--- src/rtl/garage_pkg.sv ---
// garage_pkg: shared state, command and direction definitions for the garage motor sequencer.
package garage_pkg;
  typedef enum logic [2:0] {
    ST_IDLE,
    ST_RAMP,
    ST_RUN,
    ST_BRAKE,
    ST_DEAD,
    ST_FAULT
  } motor_state_t;
  localparam logic [1:0] CMD_OPEN = 2'b10;
  localparam logic [1:0] CMD_CLOSE = 2'b11;
  localparam logic DIR_UP = 1'b0;
  localparam logic DIR_DOWN = 1'b1;
  function automatic logic at_limit(logic dir, logic limit_up, logic limit_down);
    return (dir == DIR_DOWN) ? limit_down : limit_up;
  endfunction
endpackage

--- src/rtl/garage_motor_sequencer_if.sv ---
// garage_motor_sequencer_if: door-controller commands/sensors in, H-bridge drive and status out.
interface garage_motor_sequencer_if;
  logic [1:0] cmd;
  logic limit_up;
  logic limit_down;
  logic obstruct;
  logic fault_clr;
  logic motor_en;
  logic motor_dir;
  logic motor_pwm;
  logic busy;
  logic fault;
  modport master (
    output cmd, limit_up, limit_down, obstruct, fault_clr,
    input motor_en, motor_dir, motor_pwm, busy, fault
  );
  modport slave (
    input cmd, limit_up, limit_down, obstruct, fault_clr,
    output motor_en, motor_dir, motor_pwm, busy, fault
  );
endinterface

--- src/rtl/garage_pwm_gen.sv ---
// garage_pwm_gen: free-running PWM counter and duty comparator, gated by enable.
module garage_pwm_gen #(
  parameter int PWM_BITS = 4
) (
  input  logic              clk,
  input  logic              rst,
  input  logic              en,
  input  logic [PWM_BITS:0] duty,
  output logic              pwm
);
  logic [PWM_BITS-1:0] cnt;
  always_ff @(posedge clk or negedge rst)
    if (!rst) cnt <= '0;
    else cnt <= cnt + 1'b1;
  // duty is one bit wider, so full duty compares true for every count
  assign pwm = en && ({1'b0, cnt} < duty);
endmodule

--- src/rtl/garage_motor_sequencer.sv ---
// garage_motor_sequencer: soft-start/stop motor sequencing with dead time, limit stops and latched faults.
module garage_motor_sequencer
  import garage_pkg::*;
#(
  parameter int PWM_BITS = 4,
  parameter int RAMP_STEP_CYCLES = 4,
  parameter int DEAD_CYCLES = 16,
  parameter int TRAVEL_TIMEOUT = 1024
) (
  input logic clk,
  input logic rst,
  garage_motor_sequencer_if.slave m
);
  localparam int SW = (RAMP_STEP_CYCLES > 1) ? $clog2(RAMP_STEP_CYCLES) : 1;
  localparam int DW = (DEAD_CYCLES > 1) ? $clog2(DEAD_CYCLES) : 1;
  localparam int TW = $clog2(TRAVEL_TIMEOUT + 1);
  localparam logic [PWM_BITS:0] FULL = {1'b1, {PWM_BITS{1'b0}}};
  motor_state_t state, state_nxt;
  logic [PWM_BITS:0] duty, duty_nxt;
  logic [SW-1:0] step, step_nxt;
  logic [DW-1:0] dead, dead_nxt;
  logic [TW-1:0] travel, travel_nxt;
  logic dir, dir_nxt;
  logic en_q, dir_q, busy_q, fault_q;
  logic moving, mov_nxt, step_last, lim, stop_req;
  assign moving = state inside {ST_RAMP, ST_RUN, ST_BRAKE};
  assign mov_nxt = state_nxt inside {ST_RAMP, ST_RUN, ST_BRAKE};
  assign step_last = step == SW'(RAMP_STEP_CYCLES - 1);
  assign lim = at_limit(dir, m.limit_up, m.limit_down);
  assign stop_req = !m.cmd[1] || (m.cmd[0] != dir);
  always_comb begin
    state_nxt = state;
    duty_nxt = duty;
    dir_nxt = dir;
    dead_nxt = dead;
    step_nxt = step_last ? '0 : step + 1'b1;
    travel_nxt = (moving && travel != '1) ? travel + 1'b1 : travel;
    case (state)
      ST_IDLE:
        if (m.cmd[1] && !at_limit(m.cmd[0], m.limit_up, m.limit_down)) begin
          state_nxt = ST_RAMP;
          dir_nxt = m.cmd[0];
          duty_nxt = '0;
          step_nxt = '0;
          travel_nxt = '0;
        end
      ST_RAMP, ST_RUN, ST_BRAKE:
        if (m.obstruct) begin
          state_nxt = ST_FAULT;
          duty_nxt = '0;
        end else if (lim) begin
          state_nxt = ST_DEAD;
          duty_nxt = '0;
          dead_nxt = '0;
        end else if (travel == TW'(TRAVEL_TIMEOUT)) begin
          state_nxt = ST_FAULT;
          duty_nxt = '0;
        end else if (state != ST_BRAKE && stop_req) begin
          state_nxt = ST_BRAKE;
          step_nxt = '0;
        end else if (state == ST_RAMP && step_last) begin
          duty_nxt = duty + 1'b1;
          state_nxt = (duty + 1'b1 == FULL) ? ST_RUN : ST_RAMP;
        end else if (state == ST_BRAKE && (duty == '0 || (step_last && duty == 1))) begin
          state_nxt = ST_DEAD;
          duty_nxt = '0;
          dead_nxt = '0;
        end else if (state == ST_BRAKE && step_last) begin
          duty_nxt = duty - 1'b1;
        end
      ST_DEAD:
        if (dead == DW'(DEAD_CYCLES - 1)) state_nxt = ST_IDLE;
        else dead_nxt = dead + 1'b1;
      ST_FAULT: begin
        duty_nxt = '0;
        if (m.fault_clr && !m.cmd[1]) begin
          state_nxt = ST_DEAD;
          dead_nxt = '0;
        end
      end
      default: begin
        state_nxt = ST_IDLE;
        duty_nxt = '0;
      end
    endcase
  end
  always_ff @(posedge clk or negedge rst)
    if (!rst) begin
      state <= ST_IDLE;
      duty <= '0;
      step <= '0;
      dead <= '0;
      travel <= '0;
      dir <= DIR_UP;
      en_q <= 1'b0;
      dir_q <= 1'b0;
      busy_q <= 1'b0;
      fault_q <= 1'b0;
    end else begin
      state <= state_nxt;
      duty <= duty_nxt;
      step <= step_nxt;
      dead <= dead_nxt;
      travel <= travel_nxt;
      dir <= dir_nxt;
      en_q <= mov_nxt;
      dir_q <= mov_nxt && dir_nxt;
      busy_q <= state_nxt != ST_IDLE;
      fault_q <= state_nxt == ST_FAULT;
    end
  assign m.motor_en = en_q;
  assign m.motor_dir = dir_q;
  assign m.busy = busy_q;
  assign m.fault = fault_q;
  garage_pwm_gen #(.PWM_BITS(PWM_BITS)) u_pwm (
    .clk(clk),
    .rst(rst),
    .en(en_q),
    .duty(duty),
    .pwm(m.motor_pwm)
  );
endmodule

--- src/flat_wrapper.sv ---
// flat-port wrapper written by rule: the top's interface ports become plain ports
module garage_motor_sequencer_flat import garage_pkg::*;
#(
  parameter int PWM_BITS = 4,
  parameter int RAMP_STEP_CYCLES = 4,
  parameter int DEAD_CYCLES = 16,
  parameter int TRAVEL_TIMEOUT = 1024
)
  (clk, rst, m_cmd, m_limit_up, m_limit_down, m_obstruct, m_fault_clr, m_motor_en, m_motor_dir, m_motor_pwm, m_busy, m_fault);
  garage_motor_sequencer_if m_i ();
  input logic clk;
  input logic rst;
  input wire logic [$bits(m_i.cmd)-1:0] m_cmd;
  input wire logic [$bits(m_i.limit_up)-1:0] m_limit_up;
  input wire logic [$bits(m_i.limit_down)-1:0] m_limit_down;
  input wire logic [$bits(m_i.obstruct)-1:0] m_obstruct;
  input wire logic [$bits(m_i.fault_clr)-1:0] m_fault_clr;
  output wire logic [$bits(m_i.motor_en)-1:0] m_motor_en;
  output wire logic [$bits(m_i.motor_dir)-1:0] m_motor_dir;
  output wire logic [$bits(m_i.motor_pwm)-1:0] m_motor_pwm;
  output wire logic [$bits(m_i.busy)-1:0] m_busy;
  output wire logic [$bits(m_i.fault)-1:0] m_fault;
  assign m_i.cmd = m_cmd;
  assign m_i.limit_up = m_limit_up;
  assign m_i.limit_down = m_limit_down;
  assign m_i.obstruct = m_obstruct;
  assign m_i.fault_clr = m_fault_clr;
  assign m_motor_en = m_i.motor_en;
  assign m_motor_dir = m_i.motor_dir;
  assign m_motor_pwm = m_i.motor_pwm;
  assign m_busy = m_i.busy;
  assign m_fault = m_i.fault;
  garage_motor_sequencer #(.PWM_BITS(PWM_BITS), .RAMP_STEP_CYCLES(RAMP_STEP_CYCLES), .DEAD_CYCLES(DEAD_CYCLES), .TRAVEL_TIMEOUT(TRAVEL_TIMEOUT)) u_core (.clk(clk), .rst(rst), .m(m_i));
endmodule
--- config.mk ---
export PLATFORM = sky130hd
export DESIGN_NAME = garage_motor_sequencer_flat
export DESIGN_NICKNAME = d
export VERILOG_FILES = /design/src/rtl/garage_pkg.sv /design/src/rtl/garage_motor_sequencer_if.sv /design/src/rtl/garage_pwm_gen.sv /design/src/rtl/garage_motor_sequencer.sv /design/src/flat_wrapper.sv
export SDC_FILE = /design/constraint.sdc
export NUM_CORES = 1
export LEC_CHECK = 0
export BUFFER_PORTS_ARGS = -buffer_cell sky130_fd_sc_hd__buf_2
export CAP_MARGIN = 20
export CORE_UTILIZATION = 35
export CTS_CLUSTER_DIAMETER = 60
export DETAILED_ROUTE_END_ITERATION = 8
export PLACE_DENSITY = 0.54
export SLEW_MARGIN = 20
export SYNTH_ARGS = -nofsm -noshare
export SYNTH_HDL_FRONTEND = slang
export SYNTH_SLANG_ARGS = --single-unit
export TNS_END_PERCENT = 20
--- constraint.sdc ---
create_clock -name clk -period 2.41 [get_ports clk]
set_input_delay 0.1205 -clock clk [delete_from_list [all_inputs] [get_ports clk]]
set_output_delay 0.1205 -clock clk [all_outputs]
set_load 0.01 [all_outputs]
==> metrics.cfg, run 1 <==
[floorplanning]
io-pin-count=13
core_area_um2=5610
initial_core_util_pct=37.0
rows=27
fp.dieW_um=79.0
fp.dieH_um=79.0
die_area_um2=6240

[synthesis]
yosys.area.top_type=dfrtp_1
yosys-top-cells-count=dfrtp_1, nor2_1, inv_1
yosysWarnings=0
yosysTopAreaCellShare_pct=41.0
avgSynthCellArea_um2=9.44
synthTopCellsByArea=dfrtp_1, ha_1, mux2i_1, nand3_1, nor3_1
syn_inst=220
synth_async_sr_flop_share_pct=100
yosysMostFrequentCell=dfrtp_1
synth.distinct_cells=48
ys_seq_area_share_pct=41.0
netlist_area_um2=2080
synth_edf_count=0
ys_seq_elements=34
ys.flop_type=dfrtp_1
synthesis.nets=240

[place]
gp_congestion=0.850
placed_area_um2=2260
dp_cells=306
dp_hpwl_um=3340
io_buffers=12

[power_and_ir_drop]
power_mw=2.26
power.leakage_nw=1.05
powerDensity_nw_per_um2=952
ir_drop_v=0.000451

[cells_and_area]
diodes=0
fill_cells=584
nNetsFinal=262
area_growth_syn_to_layout_pct=14.5
finish.instance_area_um2=2380
instances_no_fill=315
final_layout_size_suffix_gt1_share_pct=14.4

[setup_path]
rrSetupSlack_ps=210
crit_arrival_ps=2390
crit_type=reg2reg
worst-path-max-fanout=7
start_kind=flip-flop
required_ps=2600
r2r_cells=6
end_kind=flip-flop

[global_routing]
grt_pass1_wl_um=7900
antenna_found_initial=0
grt_overflow=0
grt_start_max_net_pins=35
grt_use_total_pct=16.3
grt_pass1_vias=1685

[route]
viasPerCell=5.33
drt-initial-drc-count=91
drc=0
final_antenna_net_count=0
drt-total-wl_um=4470
avgRoutedWirePerCell_um=14.2
first_pass_iters=5
num_vias=1679

[clock_network]
clockRootBuffer=clkbuf_8
postCtsSetupBuffers=0
numClockSinks=34
post_cts_resized=0
cts_buffers=5
clockBufferDepth=2
clk_latency_ps=300
clk_pin_slew_worst_paths_ps=70
htreeDepth=2
cts_tree=yes

[timing]
final_max_slew_viol_count=0
setup_viol=0
finClkSkew_ps=6.51
timing_worst_slew_pin_value_ps=754
grt_setup_unrepaired=false
period_needed_ps=2200
timing.final.crit_share_pct=91.3
relSlewSlack_pct=49.7
hold_viol=0
max_freq_mhz=455
setup_tns_ps=0

[hold_path]
hold_depth=3
hold_class=in2reg

[job]
maxCapViolations=0

[run_status]
status=complete, no violations

worst max-delay path, stage by stage, from the launching register on:
cell,delay [ps]
dfrtp_1,380
ha_1,270
nor4bb_2,220
or4b_4,520
a2111oi_4,380
o21ai_1,90
a22o_1,220
registers in the layout, summed over array words and instances (netlist names):
register / cells
u_core.step: 2
u_core.m.fault: 1
u_core.m.busy: 1
u_core.u_pwm.cnt: 4
u_core.dir: 1
u_core.m.motor_en: 1
u_core.dead: 4
u_core.state: 3
u_core.duty: 5
u_core.travel: 11
u_core.m.motor_dir: 1
stage by stage:
step	worst slack [ps]	hold WS (ps)	util [%]
after CTS	207	142	42.4
after floorplan	330	-175	-
final	210	138	42.4
after global placement	245	244	40.2
after global routing	123	166	42.4
after detailed placement	202	244	40.2
layout make-up:
cell class              instances  area (um2)  share of cell area (%)
clock buffers                   6        72.6                    3.05
clock inverters                 2        37.5                    1.58
inverters                      15        56.3                    2.37
multi-input cells             166        1150                    48.3
flip-flops and latches         34         851                    35.8
well taps                      72        90.1                    3.79
repair buffers                 20         123                    5.16
kinds of logic (layout without fill, tap and decap cells):
family | Yosys count | in the layout | synth area share [%]
DFF | 34 | 34 | 41.0
adders and majority gates | 12 | 12 | 7.23
buffers and inverters | 20 | 43 | 3.74
AOI/OAI and AO/OA | 50 | 50 | 17.1
xor gates and xnor gates | 8 | 8 | 3.38
muxes | 8 | 8 | 3.92
and+or+nand+nor | 88 | 88 | 23.7
routing by layer:
layer  vias to the layer above  routed length, um  track usage, %
met5                         -                  0               0
met4                         0                 77            6.55
met3                         8                125            3.33
met2                        22               2030            25.9
met1                       798               2240            21.7
li1                        851                  -               -
power breakdown:
group	total (mW)	internal [mW]	switching, mW
clock network	0.531	0.309	0.223
logic	0.817	0.358	0.458
registers	0.916	0.739	0.177
total	2.26	1.41	0.858
path summary, 6_finish.rpt:
path / endpoint / startpoint
max: u_core.duty[4] / u_core.step[0]
min: u_core.dir / m_cmd[0]
max reg2reg: u_core.duty[4] / u_core.step[0]
min reg2reg: u_core.step[0] / u_core.step[0]
max in group asynchronous: u_core.travel[1] / rst
min in group asynchronous: u_core.u_pwm.cnt[1] / rst
layout by cell type, fill, tap and decap left out, types with 4 or more instances in the layout:
| cell | netlist | layout |
|---|---|---|
| a211oi_1 | 4 | 4 |
| nor2b_1 | 4 | 4 |
| a21oi_1 | 10 | 10 |
| and3_1 | 4 | 4 |
| nand3_1 | 13 | 13 |
| clkbuf_8 | 0 | 5 |
| inv_1 | 15 | 15 |
| buf_4 | 0 | 7 |
| nand2_1 | 11 | 11 |
| nand4_1 | 6 | 6 |
| nor2_1 | 17 | 17 |
| buf_2 | 2 | 12 |
| mux2i_1 | 7 | 7 |
| ha_1 | 12 | 12 |
| nor3_1 | 13 | 13 |
| o21ai_0 | 12 | 12 |
| nand4b_1 | 4 | 4 |
| dfrtp_1 | 34 | 34 |
| xnor2_1 | 7 | 7 |
what timing repair did:
item	CTS	global route
setup endpoints to repair	0	0
hold buffers	1	0
endpoints found under the hold margin	34	0
Note: power is estimated with default switching activity, not from simulation.
==> run 2, diff against run 1 <==
Settings changed: ABC_AREA from default to 1.
==> run 2 against run 1 <==
Effect of this change: non-clock buffer count is 7 lower; utilization is 0.57 points lower; cell count is 17% higher; combinational power is 7.7% higher; synthesized area is 1.9% higher; sequential share of layout area is 0.057 points higher; design area is 0.16% lower; fmax is 16% higher; largest cell class unchanged; largest power group is now combinational logic.
==> metrics.cfg, run 2 <==
[synthesis]
yosys-top-cells-count=nand2_1, inv_1, dfrtp_1
syn_inst=276
yosysWarnings=0
ys_seq_area_share_pct=40.2
avgSynthCellArea_um2=7.67
synth_edf_count=0
yosysMostFrequentCell=nand2_1
synthTopCellsByArea=dfrtp_1, nand2_1, inv_1, ha_1, nor2_1
ys_seq_elements=34
yosysTopAreaCellShare_pct=40.2
synth.distinct_cells=33
netlist_area_um2=2120
yosys.area.top_type=dfrtp_1
synthesis.nets=296
synth_async_sr_flop_share_pct=100
ys.flop_type=dfrtp_1

[setup_path]
worst-path-max-fanout=10
crit_type=reg2reg
required_ps=2610
slowest_stage=dfrtp_1
cp_cell_sequence=inv_1 > ha_1 > inv_1 > nand2_1 > nand4_2 > inv_1 > a31oi_1 > a21oi_2 > nand4_1 > o21ai_0
end_kind=flip-flop
crit_arrival_ps=2090
start_kind=flip-flop
cp_common_cell=inv_1
critical_path.max_stage_delay_ps=450

[timing]
final_max_slew_viol_count=0
setup_tns_ps=0
setup_slack_ps=519
setup_viol=0
max_freq_mhz=529
grt_setup_unrepaired=false
timing.final.crit_share_pct=78.5
period_needed_ps=1890
hold_viol=0
finClkSkew_ps=7.08
hold_slack_ps=183
relSlewSlack_pct=48.9
timing_worst_slew_pin_value_ps=767

[clock_network]
postCtsSetupBuffers=0
holdBufCountCts=1
cts_tree=yes
clk_pin_slew_worst_paths_ps=70
numClockSinks=34
clk_latency_ps=280
clockBufferDepth=2
post_cts_resized=0
htreeDepth=2
cts_buffers=5
clockRootBuffer=clkbuf_8

[global_routing]
grt_pass1_wl_um=7830
antenna_found_initial=0
grt_overflow=0
grt_use_total_pct=15.9
grt_pass1_vias=1738
grt_start_max_net_pins=35

[cells_and_area]
area_growth_syn_to_layout_pct=12.2
final_common_cell=nand2_1
nNetsFinal=315
final_cell_mix=nand2_1, inv_1, dfrtp_1, nor2_1, nand3_1
diodes=0
final_layout_size_suffix_gt1_share_pct=13.9
finish.instance_area_um2=2370
regArea_um2=851
fill_cells=580
multi_input_area_um2=1070
reg.largest.list=u_core.travel x11, u_core.duty x5
fin_util_pct=41.8
largest_reg_flops=11
instances_no_fill=368
top_register=u_core.travel

[place]
placed_area_um2=2250
dp_hpwl_um=3300
gp_congestion=0.857
dp_slack_ps=545
dp_cells=359
io_buffers=12

[hold_path]
hold_class=in2reg

[route]
viasPerCell=4.80
drt-total-wl_um=4360
num_vias=1768
first_pass_iters=4
drt-initial-drc-count=62
drc=0
final_antenna_net_count=0
avgRoutedWirePerCell_um=11.8

[power_and_ir_drop]
power.leakage_nw=1.21
sw_frac_of_total_pct=40.4
p_comb_share_pct=39.3
seqPwrFrac_pct=37.8
ir_drop_v=0.000500
p_clk_share_pct=22.9
power.internal_mw=1.33
p_sw_mw=0.904
powerDensity_nw_per_um2=942
power_mw=2.24

[floorplanning]
fp.dieH_um=79.8
fp.dieW_um=79.8
initial_core_util_pct=37.3
rows=27
io-pin-count=13
die_area_um2=6360
core_area_um2=5680

[job]
maxCapViolations=0

[run_status]
status=complete, no violations

[run 2: cell types whose count changed after synthesis, sizes merged, moves of 4 or more]
cell / change
and3: -4
inv: +32
mux2i: -7
nand2: +44
nand3: +8
nand4b: -4
nor2: +17
nor2b: -4
nor3: -7
o21ai: +9
xnor2: -6
xor2: +5
[run 2: critical path, delay by kind of cell, from the launching register on]
family,cells,cell delay (ps)
compound gates,3,510
flops,1,450
fa+ha+maj,1,170
simple gates,3,350
buf+inv,3,340
[run 2: layout make-up]
class | instances | share of cell area [%]
inverter | 47 | 7.54
sequential | 34 | 35.8
clock inverter | 3 | 1.69
tap | 72 | 3.80
multi-input combinational | 194 | 45.3
timing repair buffer | 13 | 2.95
clock buffer | 5 | 2.90
[run 2: kinds of logic (layout without fill, tap and decap cells)]
| family | after synthesis | count (layout) | synth area share (%) |
|---|---|---|---|
| and+or+nand+nor | 127 | 127 | 27.4 |
| xor gates and xnor gates | 7 | 7 | 2.90 |
| buffers and inverters | 48 | 68 | 8.99 |
| adders and majority gates | 12 | 12 | 7.10 |
| AOI/OAI and AO/OA | 48 | 48 | 13.4 |
| DFF | 34 | 34 | 40.2 |
[run 2: power by group through the flow]
| stage | logic, mW | registers, mW | clock network [mW] |
|---|---|---|---|
| floorplan | 0.677 | 0.839 | 0 |
| global placement | 0.893 | 0.854 | 0 |
| detailed placement | 0.881 | 0.853 | 0 |
| CTS | 0.887 | 0.846 | 0.531 |
| global route | 1.02 | 0.869 | 0.553 |
| finish | 0.880 | 0.846 | 0.511 |
[run 2: layer usage]
layer  up-vias  share of wire, %  track usage (%)
met5         -                 0                0
met4         0              0.55             4.82
met3         2               3.3             3.77
met2        24                46             25.6
met1       804                50             21.0
li1        938                 -                -
[run 2: final timing paths]
path	start	to	slack, ps	depth (start not counted)
max	u_core.duty[0]	u_core.duty[1]	520	10
min	m_cmd[0]	u_core.dir	180	3
max reg2reg	u_core.duty[0]	u_core.duty[1]	520	10
min reg2reg	u_core.step[0]	u_core.step[0]	450	1
max in group asynchronous	rst	u_core.m.motor_dir	1470	2
min in group asynchronous	rst	u_core.duty[1]	450	2
==> run 3, diff against run 2 <==
Settings changed: PLACE_DENSITY 0.54 to 0.56.
Clock period 2.41 ns to 1.7 ns, I/O delays scaled along.
==> run 3 against run 2 <==
Effect of this change: clock power rose by 50%; the run now ends with negative setup slack left; fmax rose by 8.2%; sequential cell count did not move; design area rose by 25%; combinational power rose by 120%; largest power group unchanged; setup slack got worse by 570 ps; die area did not move.
==> metrics.cfg, run 3 (same netlist as run 2, synthesis figures left out) <==
[run_status]
status=finished with violations
violations=negative setup slack

[timing]
final_max_slew_viol_count=0
hold_viol=0
max_freq_mhz=572
period_needed_ps=1750
finClkSkew_ps=9.52
relSlewSlack_pct=71.8
timing_worst_slew_pin_value_ps=418
grt_setup_unrepaired=true
setup_viol=7
setup_slack_ps=-48.3
timing.final.crit_share_pct=103

[place]
io_buffers=12
gp_congestion=0.930
dp_hpwl_um=3740
dp_slack_ps=-66.5

[clock_network]
clk_latency_ps=290
clk_pin_slew_worst_paths_ps=80
numClockSinks=34
clockRootBuffer=clkbuf_8
clockBufferDepth=2
cts_buffers=5
htreeDepth=2
cts_tree=yes

[setup_path]
crit_type=reg2reg
start_kind=flip-flop
reg2reg_from=u_core.duty[1]
worst-path-max-fanout=4
end_kind=flip-flop
required_ps=1870
r2r_cells=15
r2r_end=u_core.m.motor_dir
crit_arrival_ps=1920
rrSetupSlack_ps=-50

[route]
num_vias=2075
viasPerCell=4.96
avgRoutedWirePerCell_um=12.9
drt-total-wl_um=5410
first_pass_iters=4
drc=0
final_antenna_net_count=0
drt-initial-drc-count=77

[floorplanning]
io-pin-count=13
die_area_um2=6360
fp.dieH_um=79.8
initial_core_util_pct=37.3
fp.dieW_um=79.8
rows=27
core_area_um2=5680

[cells_and_area]
final_cell_mix=buf_4, nand2_1, inv_1, dfrtp_1, nor2_1
nNetsFinal=365
reg.largest.list=u_core.travel x11, u_core.duty x5
largest_reg_flops=11
final_layout_size_suffix_gt1_share_pct=38.2
area_growth_syn_to_layout_pct=39.8
fin_util_pct=52.1
final_common_cell=buf_4
top_register=u_core.travel
diodes=0

[power_and_ir_drop]
power.leakage_nw=1.45
powerDensity_nw_per_um2=1300
ir_drop_v=0.000755

[global_routing]
grt_start_max_net_pins=35
grt_pass1_wl_um=8970
antenna_found_initial=0
grt_use_total_pct=18.2
grt_overflow=0
grt_pass1_vias=2022

[hold_path]
hp-start=m_cmd[0]
hold_class=in2reg
worstHoldEndpoint=u_core.dir
hold_depth=3

[job]
maxCapViolations=0

## run 3: per-layer routing
| layer | vias to the layer above | track usage [%] | part of all wire (%) |
|---|---|---|---|
| met5 | - | 0 | 0 |
| li1 | 1041 | - | - |
| met2 | 42 | 30.8 | 49 |
| met3 | 11 | 3.31 | 4.4 |
| met4 | 0 | 7.14 | 1.8 |
| met1 | 981 | 22.7 | 45 |
## run 3: how the worst max path moves through the flow
stage,slack (ps),startpoint,depth (start not counted),endpoint
final,-50,u_core.duty[1],15,u_core.m.motor_dir
after detailed placement,-70,u_core.step[0],10,u_core.m.motor_dir
after CTS,-50,u_core.duty[1],8,m_motor_pwm
after floorplan,80,u_core.duty[0],15,u_core.m.motor_dir
after global routing,-150,u_core.duty[0],11,u_core.duty[0]
after global placement,-70,u_core.step[0],10,u_core.m.motor_dir
## run 3: per-stage QoR
step	area [um2]	power, mW	hold slack, ps	setup TNS (ps)	cells
2_1_floorplan	2120	2.15	-211	0	276
6_report	2960	3.85	200	-230	418
3_3_place_gp	2540	2.74	66.4	-157	395
5_1_grt	2960	4.17	219	-1350	418
3_5_place_dp	2540	2.74	67.5	-193	395
4_1_cts	2780	3.62	168	-134	412
## run 3: what timing repair did
| action | CTS | global route |
|---|---|---|
| setup buffers | 8 | 6 |
| hold endpoints to repair | 34 | 0 |
| gates resized for setup | 15 | 41 |
| pin swaps | 11 | 17 |
| hold buffers | 1 | 0 |
| setup endpoints to repair | 6 | 24 |
## run 3: cell type report
class | count | area (um2)
clock inverter | 3 | 45.0
inverter | 47 | 179
tap | 72 | 90.1
fill | 534 | 2720
multi-input combinational | 194 | 1250
clock buffer | 5 | 68.8
sequential | 34 | 855
timing repair buffer | 63 | 473
## run 3: power by group
part,internal [mW],switching [mW],leakage [nW]
Combinational,0.836,1.06,0.959
Sequential,1.02,0.164,0.443
Clock,0.436,0.332,0.0504
## run 3: critical path, stage by stage (launching register included)
cell and delay (ps):
dfrtp_1 400, buf_6 130, buf_4 120, buf_4 130
nand3_2 70, nand2_2 60, nand2_2 70, nand3_2 90
nand2_2 80, nand2_2 50, nand2_2 60, nand2_1 60
nand2_2 110, nand3_2 80, nand2_2 80, nor2_2 40
